==> src/rtl/ctrl_conv_input.sv <==
// Input-side control for the convolution datapath: steers the operand stream into F then X memory and kicks the MAC.
// Optional feature: define CONV_FILTER_RELOAD_EN to reload the filter on every frame (default: load once after reset).
module ctrl_conv_input #(
    parameter int F_MEM_SIZE       = 4,
    parameter int X_MEM_SIZE       = 8,
    parameter int F_MEM_ADDR_WIDTH = 2,
    parameter int X_MEM_ADDR_WIDTH = 3
) (
    input  logic                        clk,
    input  logic                        reset,
    input  logic                        s_valid_x,
    output logic                        s_ready_x,
    input  logic                        conv_done,
    output logic                        wr_en_f,
    output logic [F_MEM_ADDR_WIDTH-1:0] addr_f,
    output logic                        wr_en_x,
    output logic [X_MEM_ADDR_WIDTH-1:0] addr_x,
    output logic                        conv_start,
    output logic                        f_loaded
);

    typedef enum logic [1:0] {
        LOAD_F = 2'd0,
        LOAD_X = 2'd1,
        CONV   = 2'd2
    } state_t;

    localparam logic [F_MEM_ADDR_WIDTH-1:0] F_LAST = F_MEM_ADDR_WIDTH'(F_MEM_SIZE - 1);
    localparam logic [X_MEM_ADDR_WIDTH-1:0] X_LAST = X_MEM_ADDR_WIDTH'(X_MEM_SIZE - 1);

    state_t state;
    logic   acc;

    // Ready is gated by reset so no word is accepted (and lost) while reset is held.
    assign s_ready_x = !reset && (state != CONV);
    assign acc       = s_valid_x && s_ready_x;
    assign wr_en_f   = acc && (state == LOAD_F);
    assign wr_en_x   = acc && (state == LOAD_X);

    always_ff @(posedge clk) begin
        if (reset) begin
            state      <= LOAD_F;
            addr_f     <= '0;
            addr_x     <= '0;
            conv_start <= 1'b0;
            f_loaded   <= 1'b0;
        end else begin
            case (state)
                LOAD_F: begin
                    if (acc) begin
                        if (addr_f == F_LAST) begin
                            addr_f   <= '0;
                            f_loaded <= 1'b1;
                            state    <= LOAD_X;
                        end else begin
                            addr_f <= addr_f + F_MEM_ADDR_WIDTH'(1);
                        end
                    end
                end
                LOAD_X: begin
                    if (acc) begin
                        if (addr_x == X_LAST) begin
                            addr_x     <= '0;
                            conv_start <= 1'b1;
                            state      <= CONV;
                        end else begin
                            addr_x <= addr_x + X_MEM_ADDR_WIDTH'(1);
                        end
                    end
                end
                CONV: begin
                    if (conv_done) begin
                        conv_start <= 1'b0;
`ifdef CONV_FILTER_RELOAD_EN
                        f_loaded   <= 1'b0;
                        state      <= LOAD_F;
`else
                        state      <= LOAD_X;
`endif
                    end
                end
                default: begin
                    state <= LOAD_F;
                end
            endcase
        end
    end

endmodule

==> config.mk <==
export PLATFORM = sky130hd
export DESIGN_NAME = ctrl_conv_input
export DESIGN_NICKNAME = d
export VERILOG_FILES = /design/src/rtl/ctrl_conv_input.sv
export SDC_FILE = /design/constraint.sdc
export NUM_CORES = 1
export LEC_CHECK = 0
export CAP_MARGIN = 10
export CORE_AREA = 2 2 39 41
export DETAILED_ROUTE_END_ITERATION = 6
export DIE_AREA = 0 0 41 43
export SYNTH_ARGS = -nofsm -noshare
export SYNTH_HDL_FRONTEND = slang
export SYNTH_SLANG_ARGS = --single-unit
==> constraint.sdc <==
create_clock -name clk -period 1.6 [get_ports clk]
set_input_delay 0.4 -clock clk [delete_from_list [all_inputs] [get_ports clk]]
set_output_delay 0.4 -clock clk [all_outputs]
set_load 0.05 [all_outputs]
# Yosys cells after proc, flatten, opt, wreduce, memory -nomap -nowiden
# Cells that the tools add are included.
[word_totals] regBits=9 inputBits=4 elab_cells=41
[op_classes] n_addsub=2 eq_ne=10 muxes=12 n_reduce_logical=12
[op_table] operator="$mux W2" count=6
[op_table] operator="$ne A2 B2 Y1 const B" count=4
[op_table] operator="$pmux W2 S3" count=1
[op_table] operator="$reduce_and A5 Y1" count=1
[op_table] operator="$eq A2 B2 Y1 const B" count=2
[op_table] operator="$logic_and A1 B1 Y1" count=4
[op_table] operator="$ne A2 B1 Y1 const B" count=2
[op_table] operator="$reduce_and A2 Y1" count=2
[op_table] operator="$reduce_and A4 Y1" count=1
[op_table] operator="$add A3 B1 Y3 const B" count=1
[op_table] operator="$eq A3 B3 Y1 const B" count=1
[op_table] operator="$mux W1" count=3
[op_table] operator="$mux W3" count=1
[op_table] operator="$reduce_and A3 Y1" count=1
[op_table] operator="$add A2 B1 Y2 const B" count=1
[op_table] operator="$eq A2 B1 Y1 const B" count=1
[op_table] operator="$logic_not A2 Y1" count=1
[op_table] operator="$pmux W1 S2" count=1
[op_table] operator="$reduce_bool A2 Y1" count=1
[op_table] operator="$logic_not A1 Y1" count=1

# Logic depth before layout (Yosys ltp)
[depth] word_depth=5 depth_mapped=4

# Worst setup path after synthesis
# Ideal clock, no wire load.
[synth_timing] kind="input port to output port" from="input port reset" to="output port s_ready_x" arrival_time_ps=1320 t_required_ps=1200 setup_slack_ps=-120 cell_stages=2 n_path_buf=1 path_cell_list="buf_2 a21oi_1"
[synth_between] elab_chain_len=2
[synth_rtl] element="start: declaration" line_no="10" source="input logic reset,"
[synth_rtl] element="$logic_not A1 Y1" line_no="35" source="assign s_ready_x = !reset && (state != CONV);"
[synth_rtl] element="$logic_and A1 B1 Y1" line_no="35"
[synth_rtl] element="end: declaration" line_no="12" source="output logic s_ready_x,"
# Every way passes these cells.

# Final worst setup path
[layout_timing] from="register state[0]" to="output port wr_en_x"
[layout_between] elab_chain_len=4 word_cells_on_any_way=5 classes_between="eq/ne (2); reduce/logical (3)"
[layout_rtl] element="start: declaration" line_no="31" source="state_t state;"
[layout_rtl] element="start signal: assignment" line_no="42" source="state <= LOAD_F;"
[layout_rtl] element="start signal: assignment" line_no="54" source="state <= LOAD_X;"
[layout_rtl] element="start signal: assignment" line_no="65" source="state <= CONV;"
[layout_rtl] element="$ne A2 B2 Y1" line_no="35"
[layout_rtl] element="$logic_and A1 B1 Y1" line_no="35"
[layout_rtl] element="$logic_and A1 B1 Y1" line_no="36" source="assign acc = s_valid_x && s_ready_x;"
[layout_rtl] element="$logic_and A1 B1 Y1 *" line_no="38" source="assign wr_en_x = acc && (state == LOAD_X);"
[layout_rtl] element="end: declaration" line_no="16" source="output logic wr_en_x,"
# Every way passes the cells marked *; elsewhere a longest branch is shown, timed or not.

==> flow_metrics.env <==
export IMPL_status="finished clean"
export IMPL_finalCritPeriodShare=0.959
export IMPL_die_w_um=41
export IMPL_timing_rr_end="state[0]$_SDFFE_PP0P_"
export IMPL_final_antenna_net_count=0
export IMPL_place_gp_congestion=0.679
export IMPL_grt_pass1_vias=381
export IMPL_dp_cells=77
export IMPL_antenna_cells=0
export IMPL_area_delta_synth_final_pct=67.3
export IMPL_via_per_inst=4.62
export IMPL_synthCells=44
export IMPL_initialDrtViolationCount=2
export IMPL_finalNonFillerCells=82
export IMPL_cp_max_fo=8
export IMPL_path_depth=3
export IMPL_gr_usage_all_layers=0.143
export IMPL_ys_flop_type="dfxtp_1"
export IMPL_ys_warn_count=0
export IMPL_worst_r2r_setup_slack_ns=0.26
export IMPL_pwr_share_seq=0.459
export IMPL_synth_edff_count=0
export IMPL_setup_viol=0
export IMPL_critPathSlowestCell="dfxtp_2"
export IMPL_core_mm2=0.00138
export IMPL_hp_start="reset"
export IMPL_avgSynthCellArea_um2=10.6
export IMPL_busiest_layer="met1"
export IMPL_holdBufCountCts=0
export IMPL_antenna_found_initial=0
export IMPL_ys_ff_latch=9
export IMPL_first_pass_iters=2
export IMPL_yosysUniqueCellTypes=23
export IMPL_io_pins=14
export IMPL_syn_cell_area_um2=467
export IMPL_worst_pin_slew_ns=0.223
export IMPL_cap_violations=0
export IMPL_grt_use_met1=0.181
export IMPL_finalHoldViolCount=0
export IMPL_r2r_cells=4
export IMPL_fmax_ghz=0.651
export IMPL_synthTopCellsByArea="dfxtp_1 (39%), mux2_2 (9.7%), ha_1 (8.0%)"
export IMPL_nets=74
export IMPL_final_layout_size_suffix_gt1_frac=0.455
export IMPL_yosysTopAreaCellShare=0.386
export IMPL_required_ns=1.20
export IMPL_ys_seq_area_frac=0.386
export IMPL_pwr_density_cell_mw_per_mm2=662
export IMPL_yosys_top_cells_count="dfxtp_1 (9), mux2_2 (4), nor2b_1 (4)"
export IMPL_place_area_um2=749
export IMPL_root_buffer="clkbuf_4"
export IMPL_cts_tree="built"
export IMPL_comb_power_share=0.200
export IMPL_endpoint_kind="primary output"
export IMPL_hold_path_end="state[1]$_SDFFE_PP0P_"
export IMPL_async_flop_share=0
export IMPL_final_max_slew_violation_count=0
export IMPL_path_delay_family="flip-flops"
export IMPL_cp_arrival_ns=1.14
export IMPL_overflow=0
export IMPL_start_kind="flop"
export IMPL_cts_sinks=9
export IMPL_power_leakage_nw=0.351
export IMPL_reg2reg_from="addr_x[0]$_SDFFE_PP0P_"
export IMPL_dpl_hpwl_um=703
export IMPL_clockBufferDepth=2
export IMPL_port_buffer_count=13
export IMPL_start_util=0.337
export IMPL_wl_per_cell_um=11.1
export IMPL_grt_start_max_net_pins=9
export IMPL_crit_type="reg2out"
export IMPL_grt_pass1_wl_um=1610
export IMPL_rsz0062_at_grt="no"
export IMPL_skew_ns=0.00264
export IMPL_synth_most_common_cell="dfxtp_1"
export IMPL_multi_input_area_um2=263
export IMPL_via_count=379
export IMPL_use_met3=0.0995
export IMPL_use_met2=0.172
export IMPL_yosys_area_top_type="dfxtp_1"
export IMPL_finalSetupTns_ns=0
export IMPL_syn_nets=51
export IMPL_h_tree_depth=1
export IMPL_p_int_w=0.000381
export IMPL_max_stage_delay_ns=0.41
export IMPL_dieArea_mm2=0.00176
export IMPL_num_rows=14
export IMPL_fin_area_um2=781
export IMPL_path_cells="nand4bb_1 -> inv_1 -> buf_12"
export IMPL_clock_latency_ns=0.26
export IMPL_register_area_um2=183
export IMPL_dieHeight_um=43
export IMPL_switching_share=0.263
export IMPL_crit_buf_inv=2
export IMPL_vdd_drop_max_mv=0.555
export IMPL_fillers=116
export IMPL_finalCriticalPeriod_ns=1.54
export IMPL_worst_hold_path_num_cells=3
export IMPL_slew_headroom=0.852
export IMPL_p_sw_w=0.000136
export IMPL_hold_path_class="in2reg"
export IMPL_drc=0
export IMPL_path_clk_slew_ns=0.06
export IMPL_cts_buffers_inserted=3
export IMPL_clockPowerShare=0.341
export IMPL_wl_um=911
==> sequential cells by signal (all words and copies together) (netlist names) <==
register    count
addr_x          3
addr_f          2
state           2
conv_start      1
f_loaded        1
==> tightest hold or removal path, stage by stage <==
cell     delay (ns)
buf_2          0.13
buf_4          0.17
a21oi_1        0.05
==> area by class of cell <==
cell class / instances / share of cell area
clock buffer: 4 / 0.0337
inverter: 3 / 0.0144
multi-input combinational: 30 / 0.337
sequential: 9 / 0.234
tap: 16 / 0.0256
timing repair buffer: 20 / 0.356
==> repair_timing <==
item / CTS / global route
buffers inserted: 1 / 0
gates resized for setup: 5 / 3
setup endpoints to repair: 3 / 1
==> worst max-delay path by stage <==
stage	from	slack [ns]	end
finish	state[0]$_SDFFE_PP0P_	0.06	wr_en_x
global route	state[0]$_SDFFE_PP0P_	0.02	wr_en_x
CTS	reset	0.02	wr_en_f
detailed placement	reset	-0.31	wr_en_f
global placement	reset	-0.28	wr_en_f
floorplan	reset	-0.05	addr_f[0]$_SDFFE_PP0P_
==> per-layer routing <==
metal,share of wire,up-vias
met2,0.44,11
met1,0.46,163
met3,0.072,4
met4,0.025,0
met5,0,-
li1,-,201
==> power groups by stage <==
stage          clock network, W  logic [W]  registers, W
4_1_cts                0.000188   0.000105      0.000237
6_report               0.000176   0.000103      0.000237
3_3_place_gp                  0   0.000103      0.000242
3_5_place_dp                  0   0.000104      0.000242
2_1_floorplan                 0  0.0000328      0.000257
5_1_grt                0.000203   0.000109      0.000238
==> metrics by stage <==
step / hold slack [ns] / power, W / util / worst slack (ns)
after floorplan: 0.549 / 0.000289 / - / -0.0548
after global placement: 0.523 / 0.000345 / 0.542 / -0.276
after detailed placement: 0.533 / 0.000346 / 0.542 / -0.309
after CTS: 0.543 / 0.000530 / 0.567 / 0.0191
after global routing: 0.526 / 0.000550 / 0.564 / 0.0161
final: 0.523 / 0.000517 / 0.564 / 0.0649
==> placed cells by master (no fill, tap or decap), drive strengths merged, types with 2 or more instances in the layout <==
cell type  instances
buf               18
dfxtp              9
nor2b              4
mux2               4
clkbuf             4
inv                3
ha                 3
a21oi              3
nand2b             2
==> cell families after synthesis <==
kind of cell / after synthesis / share of synthesized area
mux: 5 / 0.118
buf+inv: 5 / 0.0590
simple gates: 14 / 0.236
flops: 9 / 0.386
compound gates: 8 / 0.121
fa+ha+maj: 3 / 0.0804
Power figures use the tool's default switching activity.
